==> src/rtl/display_scan_mux.sv <==
// -----------------------------------------------------------------------------
// display_scan_mux
//   Time-multiplexed scan driver for an N_DIGITS x 4-bit display.
//
//   A prescaler divides clk by DIV. Each prescaler tick advances the digit
//   index, which wraps modulo N_DIGITS. Load requests are held pending and
//   committed to the display snapshot only on the frame-wrap tick, so every
//   frame shows a single consistent value. Optional leading-zero blanking and
//   per-digit enables darken individual digit strobes.
//
// Ports
//   clk        : system clock, all state on its rising edge
//   reset_n    : asynchronous active-low reset
//   HEX_in     : packed digits, digit i = HEX_in[4i+3:4i]
//   load       : request to capture HEX_in at the next frame wrap
//   digit_en   : per-digit enable, 0 forces that digit dark
//   blank_lz   : leading-zero blanking enable (digit 0 is never blanked)
//   BCD_4      : registered nibble of the digit currently driven
//   anodes     : registered one-hot-low digit strobe, all ones = dark
//   digit_sel  : registered index of the digit currently driven
//   frame_done : one-cycle pulse in the cycle after the wrap tick
// -----------------------------------------------------------------------------
module display_scan_mux #(
    parameter int  N_DIGITS = 8,
    parameter int  DIV      = 100000,
    localparam int IW       = $clog2(N_DIGITS)
) (
    input  logic                  clk,
    input  logic                  reset_n,
    input  logic [4*N_DIGITS-1:0] HEX_in,
    input  logic                  load,
    input  logic [N_DIGITS-1:0]   digit_en,
    input  logic                  blank_lz,
    output logic [3:0]            BCD_4,
    output logic [N_DIGITS-1:0]   anodes,
    output logic [IW-1:0]         digit_sel,
    output logic                  frame_done
);

    localparam int PW = (DIV > 1) ? $clog2(DIV) : 1;

    logic [PW-1:0]         r_presc;
    logic [IW-1:0]         r_idx;
    logic                  r_pending;
    logic [4*N_DIGITS-1:0] r_snap;
    logic [3:0]            r_bcd;
    logic [N_DIGITS-1:0]   r_anodes;
    logic [IW-1:0]         r_sel;
    logic                  r_frame_done;

    logic                  w_tick;
    logic                  w_wrap;
    logic [N_DIGITS-1:0]   w_lz;
    logic [3:0]            w_bcd_nxt;
    logic [N_DIGITS-1:0]   w_anodes_nxt;

    assign w_tick = (r_presc == PW'(DIV - 1));
    assign w_wrap = w_tick && (r_idx == IW'(N_DIGITS - 1));

    // Prescaler: counts 0..DIV-1; with DIV=1 it stays at 0 and ticks every cycle.
    always_ff @(posedge clk or negedge reset_n) begin
        if (!reset_n) begin
            r_presc <= '0;
        end else if (w_tick) begin
            r_presc <= '0;
        end else begin
            r_presc <= r_presc + PW'(1);
        end
    end

    // Digit index, explicit wrap so non-power-of-2 digit counts work.
    always_ff @(posedge clk or negedge reset_n) begin
        if (!reset_n) begin
            r_idx <= '0;
        end else if (w_tick) begin
            if (r_idx == IW'(N_DIGITS - 1)) begin
                r_idx <= '0;
            end else begin
                r_idx <= r_idx + IW'(1);
            end
        end
    end

    // Load handling: a load seen in the wrap cycle itself commits immediately,
    // otherwise it waits as pending. Snapshot only ever changes at the wrap.
    always_ff @(posedge clk or negedge reset_n) begin
        if (!reset_n) begin
            r_pending <= 1'b0;
            r_snap    <= '0;
        end else if (w_wrap && (r_pending || load)) begin
            r_pending <= 1'b0;
            r_snap    <= HEX_in;
        end else if (load) begin
            r_pending <= 1'b1;
        end
    end

    // Leading-zero mask: digit i is blank when it and every higher digit are zero.
    always_comb begin
        w_lz = '0;
        w_lz[N_DIGITS-1] = blank_lz && (r_snap[4*(N_DIGITS-1) +: 4] == 4'h0);
        for (int unsigned k = 2; k < N_DIGITS; k++) begin
            w_lz[N_DIGITS-k] = w_lz[N_DIGITS-k+1] && (r_snap[4*(N_DIGITS-k) +: 4] == 4'h0);
        end
        w_lz[0] = 1'b0;
    end

    // Output decode for the current index; registered below for latency 1.
    always_comb begin
        w_bcd_nxt    = '0;
        w_anodes_nxt = '1;
        for (int unsigned i = 0; i < N_DIGITS; i++) begin
            if (r_idx == IW'(i)) begin
                w_bcd_nxt = r_snap[4*i +: 4];
                if (digit_en[i] && !w_lz[i]) begin
                    w_anodes_nxt[i] = 1'b0;
                end
            end
        end
    end

    always_ff @(posedge clk or negedge reset_n) begin
        if (!reset_n) begin
            r_bcd        <= '0;
            r_anodes     <= '1;
            r_sel        <= '0;
            r_frame_done <= 1'b0;
        end else begin
            r_bcd        <= w_bcd_nxt;
            r_anodes     <= w_anodes_nxt;
            r_sel        <= r_idx;
            r_frame_done <= w_wrap;
        end
    end

    assign BCD_4      = r_bcd;
    assign anodes     = r_anodes;
    assign digit_sel  = r_sel;
    assign frame_done = r_frame_done;

endmodule

==> config.mk <==
export PLATFORM = sky130hd
export DESIGN_NAME = display_scan_mux
export DESIGN_NICKNAME = d
export VERILOG_FILES = /design/src/rtl/display_scan_mux.sv
export SDC_FILE = /design/constraint.sdc
export NUM_CORES = 1
export LEC_CHECK = 0
export BUFFER_PORTS_ARGS = -buffer_cell sky130_fd_sc_hd__buf_4
export CORE_MARGIN = 10
export CORE_UTILIZATION = 39
export CTS_CLUSTER_DIAMETER = 60
export DETAILED_ROUTE_END_ITERATION = 10
export SETUP_SLACK_MARGIN = 0.3
export SKIP_CTS_REPAIR_TIMING = 1
export SYNTH_ARGS = -nofsm -noshare
export SYNTH_HDL_FRONTEND = slang
export SYNTH_SLANG_ARGS = --single-unit
==> constraint.sdc <==
create_clock -name clk -period 2.4 [get_ports clk]
set_clock_uncertainty 0.2 [all_clocks]
set_input_delay 0.24 -clock clk [delete_from_list [all_inputs] [get_ports clk]]
set_output_delay 0.24 -clock clk [all_outputs]
set_load 0.02 [all_outputs]
==> results.yml <==
sta:
  final_hold_viol_count: 2
  timing.fmax_mhz: 478
  timing.final.crit_share: 0.872
  finalSetupViolCount: 0
  whs_ns: -0.0178
  maxSlewHeadroom: 0.432
  worst_slew_pin_slew_ns: 0.852
  rsz0062_at_grt: "yes"
  period_minus_slack_ns: 2.09
  slew_violations: 0
  fin_tns_setup_ns: 0
logic_synthesis:
  syn-num-nets: 320
  synthFlopType: "dfrtp_1"
  ys_top_cells_by_area: "dfrtp_1 48%, mux2_2 11%, dfstp_2 6.7%"
  synth_top_area_share: 0.485
  synth_common_cells: "61 x dfrtp_1, 30 x mux2_2, 26 x nand2_1, 14 x nor2_1"
  ys_warn_count: 0
  syn_area_um2: 3150
  synthArstFlopShare: 1.00
  yosysUniqueCellTypes: 39
  synth_edf_count: 0
  syn_inst: 269
  synth_seq_area_share: 0.552
  synth.most_common_cell: "dfrtp_1"
  ys_ff_latch: 69
  synth_largest_area_cell: "dfrtp_1"
  syn_area_per_cell_um2: 11.7
power_and_ir_drop:
  clock_power_share: 0.397
  p_int_mw: 1.82
  power_density_nw_per_um2: 514
  power_leakage_nw: 2.01
  p_sw_uw: 524
  peakVddDrop_uv: 242
  p_sw_frac: 0.224
  seqPwrFrac: 0.521
  combPwrFrac: 0.082
global_routing:
  overflow: 0
  grt_antenna_before_repair: 0
  grt_util_all_layers: 0.122
  grt_pass1_vias: 2293
  grt_pass1_wl_mm: 11.5
  grt_start_max_net_pins: 70
detailed_routing:
  drc: 0
  drt-initial-drc-count: 102
  drt-pass1-iter-count: 4
  totalWireLength_mm: 8.01
  vias: 2504
  wire_per_inst_um: 16.0
  via_per_inst: 4.99
  drtAntennaViolNets: 0
clock_tree:
  cts_root_buf: "clkbuf_8"
  clk_latency_ns: 0.35
  h-tree-depth: 3
  cts_buffers: 9
  cts_tree: "built"
  cts_max_path_buffers: 2
  cts_sinks: 69
  clk_pin_slew_ns: 0.07
cells_and_area:
  drive_above_1_share: 0.390
  area_delta_synth_final_pct: 44.8
  fin_cells: 502
  n_antenna_cell: 0
  fillers: 644
  postLayoutCellArea_um2: 4560
  final_nets: 446
placed_design:
  io_buffers: 59
  dp.cells: 431
  dpl_cell_area_um2: 3770
  dpl.hpwl_mm: 5.52
  gp_congestion: 0.956
setup_path:
  worstPathCellList: "nor4bb_4 -> nand4_4 -> nor3_4 -> buf_6 -> buf_8 -> mux2_2"
  crit_type: "reg2reg"
  cp_num_buf_inv: 2
  crit_family: "simple AND/OR/NAND/NOR gates"
  max_stage_delay_ns: 0.44
  path_max_fanout: 10
  cp.arrival_ns: 2.13
  worst_setup_path_end_kind: "register"
  regToRegSetupSlack_ns: 0.31
  cp-start-kind: "register"
  crit_required_ns: 2.43
  cp_slowest_cell: "dfrtp_2"
die:
  start_util: 0.403
  fp.dieH_um: 110
  die_x_um: 110
  dieArea_um2: 12100
  io-pin-count: 60
  num_rows: 32
  core_area_um2: 7810
outcome:
  status: "finished with violations"
  violations: "negative hold slack"
hold_path:
  hold_path.class: "in2reg"
run:
  max_cap_violations: 0
## layout by cell type (no fill, tap or decap), types with 4 or more instances in the layout
| master | instances |
|---|---|
| nand3_1 | 10 |
| nand4_1 | 10 |
| xnor2_1 | 8 |
| a22oi_1 | 4 |
| o31ai_1 | 4 |
| ha_2 | 4 |
| dfrtp_2 | 6 |
| dfstp_2 | 8 |
| dfrtp_1 | 55 |
| clkinv_2 | 4 |
| buf_4 | 80 |
| nor2_1 | 14 |
| mux2_2 | 30 |
| clkbuf_8 | 10 |
| o21ai_0 | 10 |
| nand2_1 | 26 |
| inv_1 | 7 |
| a21oi_1 | 6 |
| nand2b_1 | 4 |
| nor4_1 | 6 |
| a221oi_1 | 4 |
| dlygate4sd3_1 | 42 |
| xor2_1 | 5 |
## worst min-delay path, cell delays in order
cell    delay, ns
buf_4        0.08
nor2_1       0.07
nor2_1       0.10
## sequential cells by signal (all words and copies together), names as in the netlist
signal	cells
BCD_4	4
anodes	8
digit_sel	3
frame_done	1
r_idx	3
r_pending	1
r_presc	17
r_snap	32
## worst paths after layout
path / end / from / cells after the start
worst max-delay path: r_snap[1]$_DFFE_PN0P_ / r_presc[8]$_DFF_PN0_ / 6
worst min-delay path: r_pending$_DFFE_PN0P_ / load / 3
worst max register to register: r_snap[1]$_DFFE_PN0P_ / r_presc[8]$_DFF_PN0_ / 6
worst min register to register: digit_sel[1]$_DFF_PN0_ / r_idx[1]$_DFFE_PN0N_ / 0
max in group asynchronous: r_presc[6]$_DFF_PN0_ / reset_n / 2
min in group asynchronous: BCD_4[2]$_DFF_PN0_ / reset_n / 2
## metrics by stage
stage	utilization	power [mW]	worst slack, ns
after floorplan	-	1.28	0.306
after global placement	0.483	1.38	0.261
after detailed placement	0.483	1.38	0.223
after CTS	0.508	2.32	0.206
after global routing	0.584	2.44	0.226
final	0.584	2.34	0.308
## layer usage
metal | global-route usage | part of all wire | routed length, µm
met3 | 0.0462 | 0.080 | 638
met2 | 0.180 | 0.47 | 3800
met4 | 0.0390 | 0.012 | 98
met5 | 0 | 0 | 0
met1 | 0.161 | 0.43 | 3470
## power by group through the flow
stage	clock network, mW	logic, mW	registers (mW)
finish	0.930	0.192	1.22
global route	1.00	0.212	1.22
CTS	0.956	0.142	1.22
detailed placement	0	0.142	1.24
global placement	0	0.140	1.24
floorplan	0	0.0420	1.24
## cell type report
class	instances	area, µm²	share of cell area
timing repair buffer	126	1080	0.237
sequential	69	1740	0.383
inverter	8	30.0	0.00659
clock buffer	11	141	0.0310
multi-input combinational	181	1390	0.304
clock inverter	5	50.0	0.0110
tap	102	128	0.0280
## logic make-up after synthesis
kind of cell             count (synthesis)  synth area share
AO/OA/AOI/OAI                           32            0.0668
XOR/XNOR                                13            0.0362
adder cells (fa/ha/maj)                  7            0.0278
buffers and inverters                   19            0.0310
flip-flops                              69             0.552
multiplexers                            32             0.114
AND/OR/NAND/NOR                         97             0.172
Note: power is estimated with default switching activity, not from simulation.
